[config.mk]
export PLATFORM = sky130hd
export DESIGN_NAME = pipe_stage_skid_reg
export DESIGN_NICKNAME = d
export VERILOG_FILES = /design/src/rtl/pipe_stage_skid_reg.sv
export SDC_FILE = /design/constraint.sdc
export NUM_CORES = 1
export LEC_CHECK = 0
export ABC_AREA = 1
export CAP_MARGIN = 30
export CORE_UTILIZATION = 45
export DETAILED_ROUTE_END_ITERATION = 10
export MAX_ROUTING_LAYER = met4
export PLACE_DENSITY = 0.85
export SYNTH_ARGS = -nofsm -noshare
export SYNTH_HDL_FRONTEND = slang
export SYNTH_SLANG_ARGS = --single-unit
[constraint.sdc]
create_clock -name clk_in -period 1.8 [get_ports clk_in]
set_clock_uncertainty 0.15 [all_clocks]
set_input_delay 0.27 -clock clk_in [delete_from_list [all_inputs] [get_ports clk_in]]
set_output_delay 0.27 -clock clk_in [all_outputs]
set_load 0.02 [all_outputs]
[src/rtl/pipe_stage_skid_reg.sv]
// pipe_stage_skid_reg
//   Inter-stage pipeline register with a valid/ready handshake and a
//   2-entry skid buffer (main + skid). ready_out is registered and is low
//   only while both entries hold data. A synchronous flush empties the
//   stage and zeroes the control field, so no write enable survives it.
//   The control field reads 0 whenever the stage holds a bubble.
//   A taken branch clears bit 0 of the target address as it is captured.
//   Optional feature macro: PIPE_STAGE_PERF_CNT_EN adds saturating
//   stall/flush cycle counters (stall_cnt_out, flush_cnt_out).
module pipe_stage_skid_reg #(
    parameter int PAYLOAD_W = 128,
    parameter int CTRL_W    = 12,
    parameter int ADDR_W    = 32
`ifdef PIPE_STAGE_PERF_CNT_EN
    ,
    parameter int CNT_W     = 32
`endif
) (
    input  logic                 clk_in,
    input  logic                 rst_n_in,
    input  logic                 flush_in,
    input  logic                 valid_in,
    output logic                 ready_out,
    input  logic [PAYLOAD_W-1:0] payload_in,
    input  logic [CTRL_W-1:0]    ctrl_in,
    input  logic [ADDR_W-1:0]    addr_in,
    input  logic                 branch_taken_in,
    output logic                 valid_out,
    input  logic                 ready_in,
    output logic [PAYLOAD_W-1:0] payload_out,
    output logic [CTRL_W-1:0]    ctrl_out,
    output logic [ADDR_W-1:0]    addr_out
`ifdef PIPE_STAGE_PERF_CNT_EN
    ,
    output logic [CNT_W-1:0]     stall_cnt_out,
    output logic [CNT_W-1:0]     flush_cnt_out
`endif
);

    // EMPTY: main invalid; BUSY: main valid, skid empty; FULL: both valid
    typedef enum logic [1:0] {
        EMPTY = 2'd0,
        BUSY  = 2'd1,
        FULL  = 2'd2
    } state_t;

    state_t state_reg, state_next;

    logic                 ready_reg;
    logic [PAYLOAD_W-1:0] main_payload_reg, skid_payload_reg;
    logic [CTRL_W-1:0]    main_ctrl_reg,    skid_ctrl_reg;
    logic [ADDR_W-1:0]    main_addr_reg,    skid_addr_reg;

    logic                 in_fire;
    logic                 out_fire;
    logic [ADDR_W-1:0]    cap_addr;

    // datapath steering decided by the FSM
    logic                 load_main_in;
    logic                 load_main_skid;
    logic                 load_skid;
    logic                 clear_main_ctrl;
    logic                 clear_skid_ctrl;

    assign in_fire  = valid_in & ready_reg;
    assign out_fire = (state_reg != EMPTY) & ready_in;
    assign cap_addr = {addr_in[ADDR_W-1:1], addr_in[0] & ~branch_taken_in};

    // State register and registered ready (ready = skid empty next cycle)
    always_ff @(posedge clk_in or negedge rst_n_in) begin
        if (!rst_n_in) begin
            state_reg <= EMPTY;
            ready_reg <= 1'b1;
        end else begin
            state_reg <= state_next;
            ready_reg <= (state_next != FULL);
        end
    end

    // Next-state and datapath steering; flush overrides every transition
    always_comb begin
        state_next      = state_reg;
        load_main_in    = 1'b0;
        load_main_skid  = 1'b0;
        load_skid       = 1'b0;
        clear_main_ctrl = 1'b0;
        clear_skid_ctrl = 1'b0;
        if (flush_in) begin
            state_next      = EMPTY;
            clear_main_ctrl = 1'b1;
            clear_skid_ctrl = 1'b1;
        end else begin
            unique case (state_reg)
                EMPTY: begin
                    if (in_fire) begin
                        load_main_in = 1'b1;
                        state_next   = BUSY;
                    end
                end
                BUSY: begin
                    if (in_fire && ready_in) begin
                        load_main_in = 1'b1;
                    end else if (in_fire) begin
                        load_skid  = 1'b1;
                        state_next = FULL;
                    end else if (out_fire) begin
                        // going empty: zero control so the bubble carries no enables
                        clear_main_ctrl = 1'b1;
                        state_next      = EMPTY;
                    end
                end
                FULL: begin
                    // ready_out is low here, so nothing new can be captured
                    if (ready_in) begin
                        load_main_skid = 1'b1;
                        state_next     = BUSY;
                    end
                end
                default: begin
                    clear_main_ctrl = 1'b1;
                    clear_skid_ctrl = 1'b1;
                    state_next      = EMPTY;
                end
            endcase
        end
    end

    // Main (output) entry; payload/addr hold when the stage empties
    always_ff @(posedge clk_in or negedge rst_n_in) begin
        if (!rst_n_in) begin
            main_payload_reg <= '0;
            main_ctrl_reg    <= '0;
            main_addr_reg    <= '0;
        end else if (load_main_in) begin
            main_payload_reg <= payload_in;
            main_ctrl_reg    <= ctrl_in;
            main_addr_reg    <= cap_addr;
        end else if (load_main_skid) begin
            main_payload_reg <= skid_payload_reg;
            main_ctrl_reg    <= skid_ctrl_reg;
            main_addr_reg    <= skid_addr_reg;
        end else if (clear_main_ctrl) begin
            main_ctrl_reg    <= '0;
        end
    end

    // Skid entry; catches the input taken while downstream stalls
    always_ff @(posedge clk_in or negedge rst_n_in) begin
        if (!rst_n_in) begin
            skid_payload_reg <= '0;
            skid_ctrl_reg    <= '0;
            skid_addr_reg    <= '0;
        end else if (load_skid) begin
            skid_payload_reg <= payload_in;
            skid_ctrl_reg    <= ctrl_in;
            skid_addr_reg    <= cap_addr;
        end else if (clear_skid_ctrl) begin
            skid_ctrl_reg    <= '0;
        end
    end

    assign ready_out   = ready_reg;
    assign valid_out   = (state_reg != EMPTY);
    assign payload_out = main_payload_reg;
    assign ctrl_out    = main_ctrl_reg;
    assign addr_out    = main_addr_reg;

`ifdef PIPE_STAGE_PERF_CNT_EN
    logic [CNT_W-1:0] stall_cnt_reg;
    logic [CNT_W-1:0] flush_cnt_reg;

    // Saturating perf counters; only reset clears them, flush does not
    always_ff @(posedge clk_in or negedge rst_n_in) begin
        if (!rst_n_in) begin
            stall_cnt_reg <= '0;
            flush_cnt_reg <= '0;
        end else begin
            if (valid_out && !ready_in && (stall_cnt_reg != {CNT_W{1'b1}}))
                stall_cnt_reg <= stall_cnt_reg + 1'b1;
            if (flush_in && (flush_cnt_reg != {CNT_W{1'b1}}))
                flush_cnt_reg <= flush_cnt_reg + 1'b1;
        end
    end

    assign stall_cnt_out = stall_cnt_reg;
    assign flush_cnt_out = flush_cnt_reg;
`endif

endmodule
==> results of run 1 <==
## cells by family after synthesis
logic type             after synthesis  share of synthesized area
and+or+nand+nor                   1236                     0.3634
DFF                                347                     0.5857
buffers and inverters              161                    0.05055
AOI/OAI and AO/OA                    1                  0.0003372
## cell usage in the layout (no fill, tap or decap), types with 2 or more instances in the layout
cell type	n
nand2_1	683
nand3_1	506
dfrtp_1	346
clkdlybuf4s50_1	176
dlygate4sd2_1	172
clkbuf_16	43
buf_4	40
nand4_1	37
buf_12	32
inv_1	17
clkbuf_1	8
clkbuf_8	5
bufinv_16	5
clkinv_2	5
diode_2	3
inv_2	3
nor2_4	3
buf_6	3
nand2_2	2
nand3_4	2
buf_16	2
## layout make-up
cell class,instances,area share
multi-input combinational,1237,0.2657
antenna,3,0.0003668
sequential,347,0.4243
clock buffer,54,0.05496
tap,442,0.02702
clock inverter,11,0.008925
timing repair buffer,430,0.2142
inverter,22,0.004524
## synthesized netlist by cell type
master and count:
nor2_4 1, dfstp_2 1, a21oi_1 1, or2_2 1, nor2_1 2, clkbuf_1 45, buf_6 1, nand3_1 507
inv_2 5, nand2_2 1, dfrtp_1 346, buf_1 11, buf_4 14, inv_1 17, buf_2 68, nand4_1 37
nor2_2 1, nand3_2 1, nand2_1 685
## worst max-delay path, stage by stage (launching register included)
cell and delay, ns:
dfstp_2 0.54, nand2_2 0.07, nor2_4 0.13, buf_4 0.19, buf_4 0.33, nand3_1 0.17, nand2_1 0.11
## layer usage
metal  track usage  wire length, µm  share of wire  vias to the layer above
li1              -                -              -                     6417
met1        0.3400            17230           0.38                     6852
met2        0.4488            22280           0.49                      746
met3       0.05864             3975          0.087                      162
met4        0.1373             2353          0.051                        0
met5             -                0              0                        -
## power breakdown
group | leakage, nW | switching [mW] | internal (mW) | total [mW]
logic | 5.37 | 2.73 | 1.87 | 4.61
clock network | 0.641 | 3.10 | 5.05 | 8.15
registers | 4.39 | 0.903 | 9.38 | 10.3
total | 10.4 | 6.74 | 16.3 | 23.0
## final timing paths
| kind | depth (start not counted) | end | from |
|---|---|---|---|
| setup / recovery | 6 | skid_payload_reg[125] | ready_out |
| hold / removal | 2 | payload_out[79] | rst_n_in |
| setup reg to reg | 6 | skid_payload_reg[125] | ready_out |
| hold reg to reg | 2 | skid_payload_reg[111] | skid_payload_reg[111] |
| max in group asynchronous | 3 | skid_ctrl_reg[11] | rst_n_in |
| min in group clk_in | 3 | skid_payload_reg[21] | payload_in[21] |
## timing repair
action	4_1_cts	5_1_grt
endpoints found under the setup margin	174	158
hold buffers	1	0
resized for setup	179	11
endpoints found under the hold margin	346	0
gates cloned	0	2
==> impl_metrics.json, run 1 <==
{
  "status": "complete, no violations",
  "synth_cells": 1745,
  "dpl_worst_slack_ns": -0.1774,
  "synth.ff_latch_count": 347,
  "drtIter0Drc": 1307,
  "p_leak_nw": 10.40,
  "whs_ns": 0.09261,
  "rsz0062_at_grt": "true",
  "io_buffer_count": 351,
  "root_buffer": "clkbuf_16",
  "post-route-period-util": 0.9747,
  "clockBufferDepth": 3,
  "clock_latency_ns": 0.52,
  "p_per_area_mw_per_mm2": 1126,
  "multi_input_area_mm2": 0.005438,
  "dp_cells": 2475,
  "fin_tns_setup_ns": 0,
  "synth_top_area_frac": 0.5840,
  "fin_area_mm2": 0.02047,
  "crit_fanout": 29,
  "syn_area_mm2": 0.01483,
  "critPathCaptureType": "flop",
  "post_drt_via_cell_ratio": 5.568,
  "max_slew_margin": 0.7382,
  "start_kind": "flop",
  "grt.overflow.total": 0,
  "syn2layout_area_growth_pct": 38.04,
  "cts_tree": "done",
  "worstPathRequired_ns": 2.11,
  "worst-setup-path-type": "flop to flop",
  "setup_viol": 0,
  "cts.clk_slew.worst_paths_ns": 0.06,
  "die_y_um": 183.5,
  "syn_nets": 1923,
  "drv_cap": 0,
  "initial_core_util": 0.4569,
  "yosys.area.top_type": "dfrtp_1",
  "fin_util": 0.6307,
  "gp_congestion": 0.8571,
  "peakVddDrop_mv": 0.7298,
  "dpl.hpwl_mm": 30.03,
  "slew_viol_final": 0,
  "final_cells": 2546,
  "grt_pass1_vias": 14180,
  "cts_sinks": 347,
  "ys_seq_area_frac": 0.5857,
  "tightest_slew_ns": 0.3928,
  "first_pass_iters": 8,
  "ios": 352,
  "reg2reg_slack_ns": 0.05,
  "num_rows": 66,
  "grt_pass1_wl_mm": 73.75,
  "drive_gt1_frac": 0.07282,
  "critPathArrivalTime_ns": 2.06,
  "antenna_violating_nets_post_route": 0,
  "worst_slack_ns": 0.04551,
  "hold_viol": 0,
  "dieArea_mm2": 0.03368,
  "routedWlPerCell_um": 18.01,
  "gr-usage-all-layers": 0.2811,
  "dr_total_vias": 14180,
  "n_fill_cell": 2591,
  "synth_area_leaders": "dfrtp_1, nand2_1, nand3_1, buf_2, nand4_1",
  "finalNetCount": 2254,
  "seq_area_mm2": 0.008685,
  "timing.fmax_ghz": 0.5700,
  "antenna_found_initial": 2,
  "post_cts_buffers": 0,
  "core_area_mm2": 0.03245,
  "netlist-cell-type-count": 19,
  "p_total_mw": 23.05,
  "cts_max_level": 2,
  "die_w_um": 183.5,
  "drt-total-wl_mm": 45.84,
  "grt_max_degree": 75,
  "drc": 0,
  "placed_cell_area_mm2": 0.01927,
  "period_minus_slack_ns": 1.754,
  "syn_avg_cell_area_um2": 8.497,
  "yosysWarnings": 0,
  "cts_made_buffers": 38,
  "min_path_type": "input port to asynchronous set/reset pin"
}
Power figures use the tool's default switching activity.
==> run 2: changes to the inputs <==
--- a/config.mk
+++ b/config.mk
@@ -7,10 +7,10 @@
 export LEC_CHECK = 0
 export ABC_AREA = 1
 export CAP_MARGIN = 30
-export CORE_UTILIZATION = 45
+export CORE_UTILIZATION = 50
 export DETAILED_ROUTE_END_ITERATION = 10
 export MAX_ROUTING_LAYER = met4
-export PLACE_DENSITY = 0.85
+export PLACE_DENSITY = 0.89
 export SYNTH_ARGS = -nofsm -noshare
 export SYNTH_HDL_FRONTEND = slang
 export SYNTH_SLANG_ARGS = --single-unit
==> constraint.sdc (replaced) <==
create_clock -name clk_in -period 2 [get_ports clk_in]
set_clock_uncertainty 0.15 [all_clocks]
set_input_delay 0.3 -clock clk_in [delete_from_list [all_inputs] [get_ports clk_in]]
set_output_delay 0.3 -clock clk_in [all_outputs]
set_load 0.02 [all_outputs]
==> run 2 against run 1 <==
Die area is 9.9% lower. Hold slack gained 0.12 ns. Clock power shrank 17%. First-iteration DRC count is 34% higher. Largest cell class unchanged. Wire length down 0.61%. Sequential share of layout area is essentially flat.
==> impl_metrics.json, run 2 (synthesis results as in run 1) <==
{
  "hold_viol": 0,
  "clock_latency_ns": 0.52,
  "worstPathRequired_ns": 1.55,
  "timing.fmax_ghz": 0.5067,
  "cts_sinks": 347,
  "rsz0062_at_grt": "false",
  "post_drt_via_cell_ratio": 5.776,
  "max_stage_delay_ns": 0.63,
  "drv_cap": 0,
  "dieArea_mm2": 0.03035,
  "drc": 0,
  "critPathCaptureType": "output pin",
  "p_per_area_mw_per_mm2": 1009,
  "drive_gt1_frac": 0.07279,
  "finalNetCount": 2255,
  "p_leak_nw": 10.15,
  "crit_fanout": 2,
  "worst_slack_ns": 0.02634,
  "num_rows": 62,
  "initial_core_util": 0.5124,
  "cts_max_level": 2,
  "peakVddDrop_mv": 0.6994,
  "status": "complete, no violations",
  "dpl.hpwl_mm": 29.97,
  "fin_tns_setup_ns": 0,
  "root_buffer": "clkbuf_16",
  "sequentialPowerShare": 0.452,
  "layout_commonest_cell": "nand2_1",
  "p_comb_frac": 0.219,
  "cts_made_buffers": 37,
  "power_switching_share": 0.2961,
  "drt-total-wl_mm": 45.56,
  "dr_total_vias": 14360,
  "routedWlPerCell_um": 18.33,
  "gp_congestion": 0.8577,
  "clockBufferDepth": 3,
  "clock_power_share": 0.328,
  "p_sw_mw": 6.114,
  "n_antenna_cell": 0,
  "critPathArrivalTime_ns": 1.52,
  "grt.overflow.total": 0,
  "drtIter0Drc": 1752,
  "gr-usage-all-layers": 0.3094,
  "syn2layout_area_growth_pct": 37.97,
  "grt_pass1_wl_mm": 73.46,
  "dpl_worst_slack_ns": -0.08761,
  "worst-path-buf-inv": 1,
  "antenna_found_initial": 0,
  "die_w_um": 174.2,
  "io_buffer_count": 351,
  "grt_pass1_vias": 14380,
  "dp_cells": 2421,
  "die_y_um": 174.2,
  "crit_chain": "clkdlybuf4s50_1",
  "setup_viol": 0,
  "worst-setup-path-type": "flop to output pin",
  "core_area_mm2": 0.02894,
  "whs_ns": 0.2146,
  "grt_max_degree": 88,
  "antenna_violating_nets_post_route": 0,
  "slew_viol_final": 0,
  "post_cts_buffers": 0,
  "placed_cell_area_mm2": 0.01924,
  "period_minus_slack_ns": 1.974,
  "ios": 352,
  "post-route-period-util": 0.9868,
  "slowest_stage": "clkdlybuf4s50_1",
  "tightest_slew_ns": 0.6401,
  "intPower_mw": 14.53,
  "cpLargestDelayFamily": "buffers and inverters",
  "n_fill_cell": 2050,
  "fin_area_mm2": 0.02046,
  "min_path_type": "input port to asynchronous set/reset pin",
  "final_cell_mix": "nand2_1, nand3_1, dfrtp_1",
  "first_pass_iters": 6,
  "start_kind": "flop",
  "cts_tree": "done",
  "max_slew_margin": 0.5733,
  "cts.clk_slew.worst_paths_ns": 0.06,
  "final_cells": 2486
}
[run 2: changes by cell type in the layout (fill, tap and decap cells not counted), sizes merged]
cell	change
clkdlybuf4s50	+136
dlygate4sd2	-151
dlymetal6s2s	+16
bufinv	-2
clkinv	+1
clkdlybuf4s15	-1
buf	+4
diode	-3
clkbuf	-5
inv	+3
[run 2: power by group through the flow]
stage	combinational, mW	clock, mW	sequential, mW
floorplan	1.45	0	9.92
global placement	4.35	0	9.33
detailed placement	4.55	0	9.39
CTS	4.56	6.91	9.31
global route	4.91	7.16	9.48
finish	4.53	6.78	9.34
[run 2: routing by layer]
metal / track usage / wire length (µm) / vias to the layer above
met5: - / 0 / -
met4: 0.1758 / 2728 / 0
met3: 0.06168 / 4007 / 187
met2: 0.4882 / 22010 / 864
met1: 0.3716 / 16820 / 6907
li1: - / - / 6402
[run 2: final timing paths]
kind	to	startpoint	cells after the start	slack [ns]
max in group asynchronous	ready_out	rst_n_in	3	0.82
min reg2reg	skid_addr_reg[14]	skid_addr_reg[14]	2	0.32
max	payload_out[120]	payload_out[120]	1	0.03
max reg2reg	skid_payload_reg[41]	ready_out	7	0.07
min	skid_addr_reg[13]	rst_n_in	2	0.21
min in group clk_in	skid_payload_reg[122]	payload_in[122]	3	0.22
[run 2: stage by stage]
step | power, mW | utilization
after global routing | 21.55 | 0.7070
after detailed placement | 13.94 | 0.6650
after CTS | 20.77 | 0.7058
final | 20.65 | 0.7070
after floorplan | 11.37 | -
after global placement | 13.68 | 0.6650
[run 2: what timing repair did]
action,in CTS,in global routing
hold buffers,1,0
resized for setup,25,18
hold endpoints to repair,49,0
endpoints found under the setup margin,22,17
[run 2: layout make-up]
cell class | count | area, µm² | area share
Tap cell | 384 | 480.5 | 0.02349
Sequential cell | 347 | 8686 | 0.4246
Inverter | 22 | 87.58 | 0.004281
Timing Repair Buffer | 432 | 4576 | 0.2237
Clock inverter | 13 | 156.4 | 0.007645
Clock buffer | 51 | 1039 | 0.05076
Multi-Input combinational cell | 1237 | 5433 | 0.2656
==> run 3: changes to the inputs <==
--- a/config.mk
+++ b/config.mk
@@ -11,6 +11,7 @@
 export DETAILED_ROUTE_END_ITERATION = 10
 export MAX_ROUTING_LAYER = met4
 export PLACE_DENSITY = 0.89
+export SLEW_MARGIN = 5
 export SYNTH_ARGS = -nofsm -noshare
 export SYNTH_HDL_FRONTEND = slang
 export SYNTH_SLANG_ARGS = --single-unit
==> results of run 3 <==
Final layout, timing and power as in run 2 (identical DEF).
